$ cat src/rtl/uart_pinbus_host.sv
// uart_pinbus_host: host-side initiator for the UART test-chip pin interface.
// Turns a TX valid/ready byte stream into chip WRITE cycles, polls the chip
// RX FIFO with READ cycles into a one-entry holding register, and issues
// FIFO CLEAR cycles on request. Every bus operation is followed by a
// turnaround so the host and the chip never drive the data pins together.
// Optional build macro: UART_HOST_STATS_EN adds 16-bit TX/RX byte counters;
// without it the stat ports are tied to zero.
module uart_pinbus_host #(
    parameter int unsigned POLL_CYCLES   = 64,
    parameter int unsigned TURN_CYCLES   = 1,
    parameter logic [7:0]  CLEAR_PATTERN = 8'hFF
) (
    input  logic        clk,
    input  logic        nReset,
    input  logic [1:0]  rate_sel,
    input  logic [7:0]  tx_byte,
    input  logic        tx_valid,
    output logic        tx_ready,
    output logic [7:0]  rx_byte,
    output logic        rx_valid,
    input  logic        rx_ready,
    input  logic        clear_req,
    output logic        busy,
    output logic        zero_drop,
    output logic [3:0]  pin_control,
    output logic [7:0]  pin_data_out,
    output logic        pin_data_oe,
    input  logic [7:0]  pin_data_in,
    input  logic        pin_rts,
    output logic [15:0] stat_tx_cnt,
    output logic [15:0] stat_rx_cnt
);

    localparam int unsigned    PW        = $clog2(POLL_CYCLES + 1);
    localparam int unsigned    TW        = $clog2(TURN_CYCLES + 1);
    localparam logic [PW-1:0]  POLL_LOAD = PW'(POLL_CYCLES);
    localparam logic [TW-1:0]  TURN_LOAD = TW'(TURN_CYCLES - 1);

    localparam logic [1:0] OP_IDLE  = 2'b00;
    localparam logic [1:0] OP_WRITE = 2'b01;
    localparam logic [1:0] OP_READ  = 2'b10;
    localparam logic [1:0] OP_CLEAR = 2'b11;

    typedef enum logic [2:0] {
        ST_IDLE  = 3'd0,
        ST_WRITE = 3'd1,
        ST_CLEAR = 3'd2,
        ST_READ  = 3'd3,
        ST_RWAIT = 3'd4,
        ST_TURN  = 3'd5
    } state_t;

    state_t          r_state;
    logic [1:0]      r_op;
    logic            r_oe;
    logic [7:0]      r_dout;
    logic [PW-1:0]   r_poll;
    logic [TW-1:0]   r_turn;
    logic            r_clr_pend;
    logic            r_rx_valid;
    logic [7:0]      r_rx_byte;
    logic            r_zero_drop;

    logic            w_clr_any;
    logic            w_poll_exp;
    logic            w_go_clear;
    logic            w_go_read;
    logic            w_go_tx;

    // A clear requested this very cycle already counts as pending, so it
    // beats a TX byte presented in the same cycle.
    assign w_clr_any  = r_clr_pend | clear_req;
    // The counter expires on the cycle it would step to zero, which leaves
    // exactly POLL_CYCLES idle cycles between speculative reads.
    assign w_poll_exp = (r_poll <= PW'(1));

    // Fixed-priority arbitration among the operations that can start from IDLE
    always_comb begin
        w_go_clear = 1'b0;
        w_go_read  = 1'b0;
        w_go_tx    = 1'b0;
        if (r_state != ST_IDLE) begin
            w_go_clear = 1'b0;
        end else if (w_clr_any) begin
            w_go_clear = 1'b1;
        end else if (pin_rts && !r_rx_valid) begin
            w_go_read = 1'b1;
        end else if (tx_valid) begin
            w_go_tx = 1'b1;
        end else if (w_poll_exp && !r_rx_valid) begin
            w_go_read = 1'b1;
        end else begin
            w_go_read = 1'b0;
        end
    end

    // Bus sequencer: state, registered pin drive, RX holding register, flags
    always_ff @(posedge clk) begin
        if (!nReset) begin
            r_state     <= ST_IDLE;
            r_op        <= OP_IDLE;
            r_oe        <= 1'b0;
            r_dout      <= 8'h00;
            r_poll      <= POLL_LOAD;
            r_turn      <= TURN_LOAD;
            r_clr_pend  <= 1'b0;
            r_rx_valid  <= 1'b0;
            r_rx_byte   <= 8'h00;
            r_zero_drop <= 1'b0;
        end else begin
            if (r_rx_valid && rx_ready) begin
                r_rx_valid <= 1'b0;
            end
            if (clear_req) begin
                r_clr_pend <= 1'b1;
            end
            case (r_state)
                ST_IDLE: begin
                    if (w_go_clear) begin
                        r_clr_pend <= 1'b0;
                        r_state    <= ST_CLEAR;
                        r_op       <= OP_CLEAR;
                        r_oe       <= 1'b1;
                        r_dout     <= CLEAR_PATTERN;
                    end else if (w_go_read) begin
                        r_state    <= ST_READ;
                        r_op       <= OP_READ;
                        r_oe       <= 1'b0;
                        r_dout     <= 8'h00;
                    end else if (w_go_tx) begin
                        // The chip ignores 0x00, so such a byte is swallowed here.
                        if (tx_byte != 8'h00) begin
                            r_state <= ST_WRITE;
                            r_op    <= OP_WRITE;
                            r_oe    <= 1'b1;
                            r_dout  <= tx_byte;
                        end else begin
                            r_zero_drop <= 1'b1;
                        end
                    end else if (r_poll != {PW{1'b0}}) begin
                        r_poll <= r_poll - PW'(1);
                    end
                end
                ST_WRITE, ST_CLEAR, ST_RWAIT: begin
                    if (r_state == ST_CLEAR) begin
                        r_rx_valid <= 1'b0;
                    end
                    // Data registered by the chip at the end of READ; 0x00 means empty.
                    if (r_state == ST_RWAIT && pin_data_in != 8'h00) begin
                        r_rx_byte  <= pin_data_in;
                        r_rx_valid <= 1'b1;
                    end
                    r_state <= ST_TURN;
                    r_turn  <= TURN_LOAD;
                    r_op    <= OP_IDLE;
                    r_oe    <= 1'b0;
                    r_dout  <= 8'h00;
                end
                ST_READ: begin
                    r_state <= ST_RWAIT;
                    r_op    <= OP_IDLE;
                    r_oe    <= 1'b0;
                    r_dout  <= 8'h00;
                end
                ST_TURN: begin
                    if (r_turn == {TW{1'b0}}) begin
                        r_state <= ST_IDLE;
                        r_poll  <= POLL_LOAD;
                    end else begin
                        r_turn <= r_turn - TW'(1);
                    end
                end
                default: begin
                    r_state <= ST_IDLE;
                    r_op    <= OP_IDLE;
                    r_oe    <= 1'b0;
                    r_dout  <= 8'h00;
                end
            endcase
        end
    end

`ifdef UART_HOST_STATS_EN
    logic [15:0] r_stat_tx;
    logic [15:0] r_stat_rx;

    // Wrapping counters of bytes written to and nonzero bytes read from the chip
    always_ff @(posedge clk) begin
        if (!nReset) begin
            r_stat_tx <= 16'h0000;
            r_stat_rx <= 16'h0000;
        end else begin
            if (r_state == ST_WRITE) begin
                r_stat_tx <= r_stat_tx + 16'h0001;
            end
            if (r_state == ST_RWAIT && pin_data_in != 8'h00) begin
                r_stat_rx <= r_stat_rx + 16'h0001;
            end
        end
    end

    assign stat_tx_cnt = r_stat_tx;
    assign stat_rx_cnt = r_stat_rx;
`else
    assign stat_tx_cnt = 16'h0000;
    assign stat_rx_cnt = 16'h0000;
`endif

    assign tx_ready     = nReset & w_go_tx;
    assign busy         = (r_state != ST_IDLE);
    assign pin_control  = {r_op, rate_sel};
    assign pin_data_out = r_dout;
    assign pin_data_oe  = r_oe;
    assign rx_byte      = r_rx_byte;
    assign rx_valid     = r_rx_valid;
    assign zero_drop    = r_zero_drop;

endmodule

$ cat config.mk
export PLATFORM = sky130hd
export DESIGN_NAME = uart_pinbus_host
export DESIGN_NICKNAME = d
export VERILOG_FILES = /design/src/rtl/uart_pinbus_host.sv
export SDC_FILE = /design/constraint.sdc
export NUM_CORES = 1
export LEC_CHECK = 0
export CORE_AREA = 2 2 69 71
export CTS_CLUSTER_SIZE = 12
export DETAILED_ROUTE_END_ITERATION = 16
export DIE_AREA = 0 0 71 73
export PLACE_DENSITY = 0.77
export SLEW_MARGIN = 20
export SYNTH_ARGS = -nofsm -noshare
export SYNTH_HDL_FRONTEND = slang
export SYNTH_SLANG_ARGS = --single-unit
$ cat constraint.sdc
create_clock -name clk -period 2.35 [get_ports clk]
set_clock_uncertainty 0.15 [all_clocks]
set_input_delay 0.235 -clock clk [delete_from_list [all_inputs] [get_ports clk]]
set_output_delay 0.235 -clock clk [all_outputs]
set_load 0.03 [all_outputs]
; Word-level counts from Yosys, hierarchy flattened
; Index checks and enable logic that the tools add are counted.
[totals]
regBits = 33
in_bits = 24
out_inout_bits = 57
elab_cells = 96
[op_classes]
n_addsub = 2
order_cmp = 1
eq_ne = 12
n_mux = 47
n_bitwise = 6
n_reduce_logical = 18
[op_table]
columns = op, n
row1 = $mux W7, 5
row2 = $mux W8, 4
row3 = $mux W1, 23
row4 = $pmux W8 S2, 1
row5 = $reduce_bool A8 Y1, 2
row6 = $mux W3, 5
row7 = $pmux W7 S2, 1
row8 = $pmux W3 S4, 1
row9 = $ne A2 B2 Y1 const B, 5
row10 = $mux W2, 4
row11 = $ne A4 B4 Y1 const B, 2
row12 = $le A7 B1 Y1 const B, 1
row13 = $reduce_bool A7 Y1, 1
row14 = $sub A7 B1 Y7 const B, 1
row15 = $eq A3 B2 Y1 const B, 2
row16 = $eq A3 B3 Y1 const B, 2
row17 = $reduce_and A3 Y1, 2
row18 = $reduce_and A6 Y1, 1
row19 = $reduce_and A5 Y1, 1
row20 = $logic_and A1 B1 Y1, 4
row21 = $not A1 Y1, 4
row22 = $pmux W1 S2, 2
row23 = $pmux W2 S2, 1
row24 = $reduce_bool A2 Y1, 2
row25 = other kinds (9), 9

; Depth between registers and ports, before layout
; Gate-level depths: netlist of the first run.
[depth]
word_depth = 10
depth_mapped = 7
ltp_nobuf = 6

; Worst setup path after synthesis of the first run
; No wires, ideal clock.
[synth_timing]
path_kind = reg2reg
start = register r_rx_valid (netlist: rx_valid)
end = register r_poll[5]
setup_ps = 70
arrival_time_ps = 1660
required_time_ps = 2130
setup_slack_ps = 469
stages_incl_launch_ff = 7
n_path_buf = 1
period_less_slack_ps = 1881
cell_sequence = dfxtp_1 > nand2b_1 > and2_1 > a21oi_2 > buf_6 > or4_1 > a21oi_1
[synth_between]
elab_chain_len = 9
word_cells_on_any_way = 14
cone_classes = 2 x eq/ne / 8 x mux / 4 x reduce/logical
[synth_rtl]
columns = item, line_no
row1 = start: declaration, 60  ; logic r_rx_valid;
row2 = start signal: assignment, 107  ; r_rx_valid <= 1'b0;
row3 = start signal: assignment, 112  ; r_rx_valid <= 1'b0;
row4 = start signal: assignment, 146  ; r_rx_valid <= 1'b0;
row5 = $logic_not A1 Y1 (*), "86, 90"
row6 = $logic_and A1 B1 Y1, 90  ; end else if (w_poll_exp && !r_rx_valid) begin
row7 = $mux W1, 90
row8 = $mux W1, 88  ; end else if (tx_valid) begin
row9 = $mux W1, 86  ; end else if (pin_rts && !r_rx_valid) begin
row10 = $mux W1, 84  ; end else if (w_clr_any) begin
row11 = $mux W1, 82  ; if (r_state != ST_IDLE) begin
row12 = $ne A2 B2 Y1 (no source line), -
row13 = $reduce_and A6 Y1 (no source line) (*), -
row14 = end signal: assignment, 141  ; r_poll <= r_poll - PW'(1);
row15 = end: declaration, 57  ; logic [PW-1:0] r_poll;
; Mark *: on every way between the ends. The rest lies on a longest branch, timed or not.
; A chain may end at the register's enable or synchronous reset.

; Final worst setup path of the first run
[layout_timing]
start = register r_poll[2]
end = register r_poll[6]
[layout_between]
elab_chain_len = 9
word_cells_on_any_way = 17
cone_classes = 1 x add/sub / 1 x order compare / 2 x eq/ne / 10 x mux / 3 x reduce/logical
[layout_rtl]
columns = item, line_no
row1 = $le A7 B1 Y1, 75  ; assign w_poll_exp = (r_poll <= PW'(1));
row2 = $logic_and A1 B1 Y1, 90
row3 = $mux W1, 90
row4 = $mux W1, 88
row5 = $mux W1, 86
row6 = $mux W1, 84
row7 = $mux W1, 82
row8 = $ne A2 B2 Y1 (no source line), -
row9 = $reduce_and A6 Y1 (no source line), -
; Parallel ways exist; a longest one is shown, timed or not. The select of a mux whose other input is x is not followed.

==> results of run 1 <==
[layout make-up]
type / instances / area [µm²]
Inverter: 5 / 21.3
Timing Repair Buffer: 49 / 488
Sequential cell: 31 / 621
Multi-Input combinational cell: 157 / 921
Clock buffer: 6 / 82.6
Fill cell: 429 / 2300
Clock inverter: 2 / 35.0
Tap cell: 54 / 67.6
[worst paths after layout]
| path | startpoint | end | slack (ns) | cells past startpoint |
|---|---|---|---|---|
| min | zero_drop | zero_drop | 0.31 | 1 |
| max | r_poll[2] | r_poll[6] | 0.26 | 5 |
| max reg2reg | r_poll[2] | r_poll[6] | 0.26 | 5 |
| min reg2reg | zero_drop | zero_drop | 0.31 | 1 |
[where the power goes]
group	switching (mW)	total, mW	leakage, nW	internal, mW
logic	0.747	1.25	0.571	0.506
registers	0.126	0.801	0.255	0.674
clock network	0.200	0.543	0.0612	0.343
total	1.07	2.60	0.887	1.52
[per-stage QoR]
stage               hold slack, ns  std cells
floorplan                    0.228        233
global placement             0.301        296
detailed placement           0.305        296
CTS                          0.320        304
global route                 0.320        304
finish                       0.315        304
[registers in the layout (all words and copies together), names as in the netlist]
register	cells
zero_drop	1
rx_byte	8
r_state	3
rx_valid	1
pin_data_out	8
r_poll	7
r_op	2
r_clr_pend	1
[logic make-up after synthesis]
| family | Yosys count | share of synthesized area (%) |
|---|---|---|
| simple gates | 73 | 22.2 |
| other cells | 1 | 0.216 |
| buf+inv | 45 | 17.9 |
| compound gates | 41 | 17.1 |
| flops | 31 | 35.7 |
| fa+ha+maj | 3 | 2.16 |
| mux | 8 | 4.61 |
[critical path, cell delays in order (launching register included)]
cell and delay, ns:
dfxtp_1 0.35, nor4_4 0.42, o211ai_2 0.20, a21oi_2 0.41, nor4_1 0.09, or3_1 0.35
[layer usage]
layer  global-route usage, %  wire length (µm)
met1                    17.8              1600
met3                    6.49               270
met5                       0                 0
met4                    6.29                57
met2                    23.6              1710
[placed cells by master, fill, tap and decap left out, types with 4 or more instances in the layout]
cell / netlist / routed
a211oi_1: 8 / 8
a21oi_1: 10 / 10
buf_4: 35 / 5
clkbuf_8: 0 / 6
clkdlybuf4s50_1: 0 / 43
conb_1: 1 / 32
dfxtp_1: 31 / 31
inv_1: 4 / 4
mux2i_1: 8 / 8
nand2_1: 14 / 14
nor2_1: 28 / 28
nor4_1: 5 / 5
o21ai_0: 6 / 6
==> run summary, run 1 <==
Run status - finished clean
Total routing usage reported by global routing - 14.9%
Count of hold-fix buffers inserted at cts - 0
Count of mapped cells out of synthesis - 202
Top-level port count - 81
Layout cells sized above 1 - 11.2%
Die Y-Extent - 73 µm
Highest clock rate - 479 MHz
TritonCTS Sinks - 31
Startpoint class of the critical path - flop
Total core area - 4540 µm²
Proportion of synthesized flip-flops having asynchronous set or reset - 0%
Largest net degree at the start of global routing - 13
Share of the synthesized area in the top cell type - 35.7%
Final worst path period need - 2.09 ns
Max-cap violations - 0
Number of search-and-repair iterations in the first detailed-routing pass - 4
Area after detailed placement - 2120 µm²
Per-instance average area after synthesis - 8.60 µm²
Most instantiated library cell after synthesis - buf_4
Overall routed net length - 3640 µm
Count of pins over their slew limit - 0
Post-synth EDFFs - 0
Tightest Hold Check Type - reg -> reg
Final Hold Viols - 0
Cell area after layout - 2240 µm²
Unrepaired setup endpoints after global routing - no
Synthesis-to-layout area growth - 28.7%
Global route overflow - 0
DP HPWL - 2790 µm
Wire length of the first global-routing pass - 6050 µm
Routed length per instance - 12.0 µm
Number of DRC markers in iteration 0 - 88
Clock buffers created by TritonCTS - 5
Number of instances resized during post-cts repair - 0
Final total power - 2.60 mW
Slew at the pin with the worst max-slew slack - 1.01 ns
Max FO, Critical Path - 11
H-Tree Depth - 2
CTS tree - built
Ratio of routed vias to standard cells - 4.88
DRC - 0
Setup-violating endpoint count in the final report - 0
Total Die Area - 5180 µm²
Main area contributors after synthesis - dfxtp_1 36%, buf_4 15%, nor2_1 6.1%
Effective utilization at floorplan - 38.3%
Die width - 71 µm
Post-synthesis instance area - 1740 µm²
Antenna fix cells - 0
Reg clk slew, reported paths - 0.06 ns
Endpoint type of the worst setup path - flop
Count of synthesis-stage warnings from yosys - 0
Vias in the first global route - 1372
Worst VDD drop - 0.445 mV
Crit path kind - reg -> reg
Power density of the placed cells - 1160 nW/µm²
Setup bufs post-CTS - 0
Antenna violations before repair - 0
Worst relative slew slack - 32.5%
Number of nets in the layout - 276
Crit path required time - 2.36 ns
Antenna Violating Nets Remaining - 0
Insertion delay to the later sink of the worst-skew pair - 0.28 ns
Top cells by count, synth - 35 x buf_4, 31 x dfxtp_1, 28 x nor2_1, 14 x nand2_1, 10 x a21oi_1
Critical Path AT - 2.10 ns
Buffer levels on the longest clock path - 2
Part of the cycle the worst path needs - 88.8%
Leakage power summed over all cells - 0.887 nW
Row count - 25
Post-Route Utilization - 49.3%
Number of input and output port buffers inserted - 44
Placement Setup Slack - 0.162 ns
Post-Route Setup TNS - 0 ns
Primary FF master, synth - dfxtp_1
DR vias - 1483
Setup WS post-layout - 0.264 ns
CTS Root Cell - clkbuf_8
Sequential area share after synthesis - 35.7%
Final Wtd Congestion - 0.836
Distinct cells, synth - 45
Flop and latch count out of synthesis - 31
Biggest area consumer among synthesized cells - dfxtp_1
No activity file was read; power rests on OpenSTA's default activity.
==> inputs of run 2 (changes only) <==
--- a/config.mk
+++ b/config.mk
@@ -5,11 +5,10 @@
 export SDC_FILE = /design/constraint.sdc
 export NUM_CORES = 1
 export LEC_CHECK = 0
-export CORE_AREA = 2 2 69 71
+export CORE_AREA = 2 2 87 89
 export CTS_CLUSTER_SIZE = 12
 export DETAILED_ROUTE_END_ITERATION = 16
-export DIE_AREA = 0 0 71 73
-export PLACE_DENSITY = 0.77
+export DIE_AREA = 0 0 89 91
 export SLEW_MARGIN = 20
 export SYNTH_ARGS = -nofsm -noshare
 export SYNTH_HDL_FRONTEND = slang
==> run summary, run 2 (same netlist as run 1, synthesis figures left out) <==
Buffer levels on the longest clock path - 2 (unchanged)
Max-cap violations - 0 (unchanged)
Routed length per instance - 11.4 µm (was 12.0 µm)
Critical Path AT - 1.75 ns (was 2.10 ns)
Count of pins over their slew limit - 0 (unchanged)
Antenna violations before repair - 0 (unchanged)
Total routing usage reported by global routing - 10.4% (was 14.9%)
DRC - 0 (unchanged)
Portion of total power attributed to combinational logic - 51.4% (was 48.2%)
Reg clk slew, reported paths - 0.07 ns (was 0.06 ns)
Worst Hold Path Cells - 2 (was 1)
Slew at the pin with the worst max-slew slack - 0.986 ns (was 1.01 ns)
Ordered cell list for the critical path - nor3_4 -> nand4_1 -> buf_4 -> nor2_1 -> buf_12 (was nor4_4 -> o211ai_2 -> a21oi_2 -> nor4_1 -> or3_1)
Die Y-Extent - 91 µm (was 73 µm)
Endpoint type of the worst setup path - primary output (was flop)
CTS Root Cell - clkbuf_8 (unchanged)
Worst Hold End - pin_data_out[5] (was zero_drop)
Number of input and output port buffers inserted - 44 (unchanged)
Setup-violating endpoint count in the final report - 0 (unchanged)
Worst Min Path Start - pin_data_out[5] (was zero_drop)
Source of the worst register-to-register timing path - r_poll[1] (was r_poll[2])
Crit path kind - reg -> out (was reg -> reg)
Crit path required time - 1.97 ns (was 2.36 ns)
Worst VDD drop - 0.398 mV (was 0.445 mV)
Unrepaired setup endpoints after global routing - no (unchanged)
Cell with the biggest individual delay on the critical path - dfxtp_1 (was nor4_4)
Count of hold-fix buffers inserted at cts - 0 (unchanged)
Overall routed net length - 3990 µm (was 3640 µm)
Wire length of the first global-routing pass - 6640 µm (was 6050 µm)
Number of search-and-repair iterations in the first detailed-routing pass - 4 (unchanged)
Setup bufs post-CTS - 0 (unchanged)
Die width - 89 µm (was 71 µm)
Cell area after layout - 2260 µm² (was 2240 µm²)
DP HPWL - 3060 µm (was 2790 µm)
Synthesis-to-layout area growth - 30.3% (was 28.7%)
Effective utilization at floorplan - 24.3% (was 38.3%)
Switching power - 1.09 mW (was 1.07 mW)
Final Wtd Congestion - 0.765 (was 0.836)
Area after detailed placement - 2180 µm² (was 2120 µm²)
TritonCTS Sinks - 31 (unchanged)
Leakage power summed over all cells - 0.873 nW (was 0.887 nW)
Tightest Hold Check Type - reg -> reg (unchanged)
Number of cells on the worst reg-to-reg path - 7 (was 5)
Post-Route Setup TNS - 0 ns (unchanged)
Leading cell type in the layout, fill and taps excluded - clkdlybuf4s50_1 (unchanged)
Max FO, Critical Path - 7 (was 11)
Startpoint class of the critical path - flop (unchanged)
Highest clock rate - 467 MHz (was 479 MHz)
CTS tree - built (unchanged)
Largest net degree at the start of global routing - 13 (unchanged)
Part of the cycle the worst path needs - 91.0% (was 88.8%)
Ratio of routed vias to standard cells - 4.16 (was 4.88)
Net switching fraction of the power - 43.6% (was 41.3%)
Number of instances resized during post-cts repair - 0 (unchanged)
Count of fill cells added during filler insertion - 762 (was 429)
Global route overflow - 0 (unchanged)
Insertion delay to the later sink of the worst-skew pair - 0.28 ns (about the same)
Register share of total power - 32.3% (was 30.8%)
Final Hold Viols - 0 (unchanged)
Antenna fix cells - 0 (unchanged)
Clock buffers created by TritonCTS - 5 (unchanged)
Row count - 31 (was 25)
Total core area - 7140 µm² (was 4540 µm²)
Final worst path period need - 2.14 ns (was 2.09 ns)
Top-level port count - 81 (unchanged)
Vias in the first global route - 1396 (was 1372)
Max stage delay on crit path - 0.39 ns (was 0.42 ns)
Power density of the placed cells - 1100 nW/µm² (was 1160 nW/µm²)
Worst relative slew slack - 34.3% (was 32.5%)
Reg-to-reg endpoint - r_poll[6] (unchanged)
DR vias - 1457 (was 1483)
Layout cells sized above 1 - 10.8% (was 11.2%)
Run status - finished clean (unchanged)
Antenna Violating Nets Remaining - 0 (unchanged)
Most used cells in the layout excluding fill and tap cells - 43 x clkdlybuf4s50_1, 32 x conb_1, 31 x dfxtp_1 (unchanged)
Number of nets in the layout - 277 (was 276)
Number of DRC markers in iteration 0 - 50 (was 88)
Total internal power - 1.40 mW (was 1.52 mW)
R2r setup slk - 0.33 ns (was 0.26 ns)
Total Die Area - 8100 µm² (was 5180 µm²)
Proportion of power drawn by the clock network - 16.2% (was 20.9%)
H-Tree Depth - 2 (unchanged)
run 2: cell type report:
cell class,instances,area [µm²],share of cell area [%]
clock buffer,7,76.3,3.37
clock inverter,1,5.00,0.221
inverter,5,21.3,0.940
multi-input combinational,157,921,40.7
sequential,31,621,27.4
tap,99,124,5.47
timing repair buffer,50,495,21.9
run 2: how the worst max path moves through the flow:
| stage | startpoint | to |
|---|---|---|
| 2_1_floorplan | rx_valid | r_poll[5] |
| 5_1_grt | r_state[0] | tx_ready |
| 4_1_cts | r_state[0] | tx_ready |
| 3_3_place_gp | tx_byte[3] | pin_data_out[2] |
| 3_5_place_dp | tx_byte[0] | pin_data_out[2] |
| 6_report | r_state[0] | tx_ready |
run 2: power by group through the flow:
stage / Sequential [mW] / Combinational, mW / Clock [mW]
final: 0.804 / 1.28 / 0.404
after global routing: 0.830 / 1.40 / 0.449
after CTS: 0.804 / 1.29 / 0.415
after detailed placement: 0.814 / 1.29 / 0
after global placement: 0.810 / 1.27 / 0
after floorplan: 0.975 / 0.767 / 0
run 2: per-stage QoR:
step | power (mW) | worst slack (ns) | hold slack (ns) | std cells | utilization, %
3_3_place_gp | 2.08 | 0.144 | 0.302 | 342 | 30.6
5_1_grt | 2.68 | 0.0850 | 0.320 | 350 | 31.7
3_5_place_dp | 2.10 | 0.151 | 0.310 | 342 | 30.6
2_1_floorplan | 1.74 | 0.469 | 0.228 | 233 | -
6_report | 2.49 | 0.211 | 0.313 | 350 | 31.7
4_1_cts | 2.51 | 0.204 | 0.320 | 350 | 31.7
run 2: layer usage:
| layer | global-route usage [%] | part of all wire, % | up-vias |
|---|---|---|---|
| li1 | - | - | 740 |
| met4 | 2.36 | 0.75 | 0 |
| met3 | 3.82 | 7.2 | 5 |
| met1 | 14.1 | 46 | 652 |
| met5 | 0 | 0 | - |
| met2 | 15.8 | 46 | 60 |
run 2: critical path: cells and delay by family, from the launching register on:
kind	cells	cell delay, ns
buffers and inverters	2	0.37
flip-flops	1	0.39
AND/OR/NAND/NOR	3	0.72
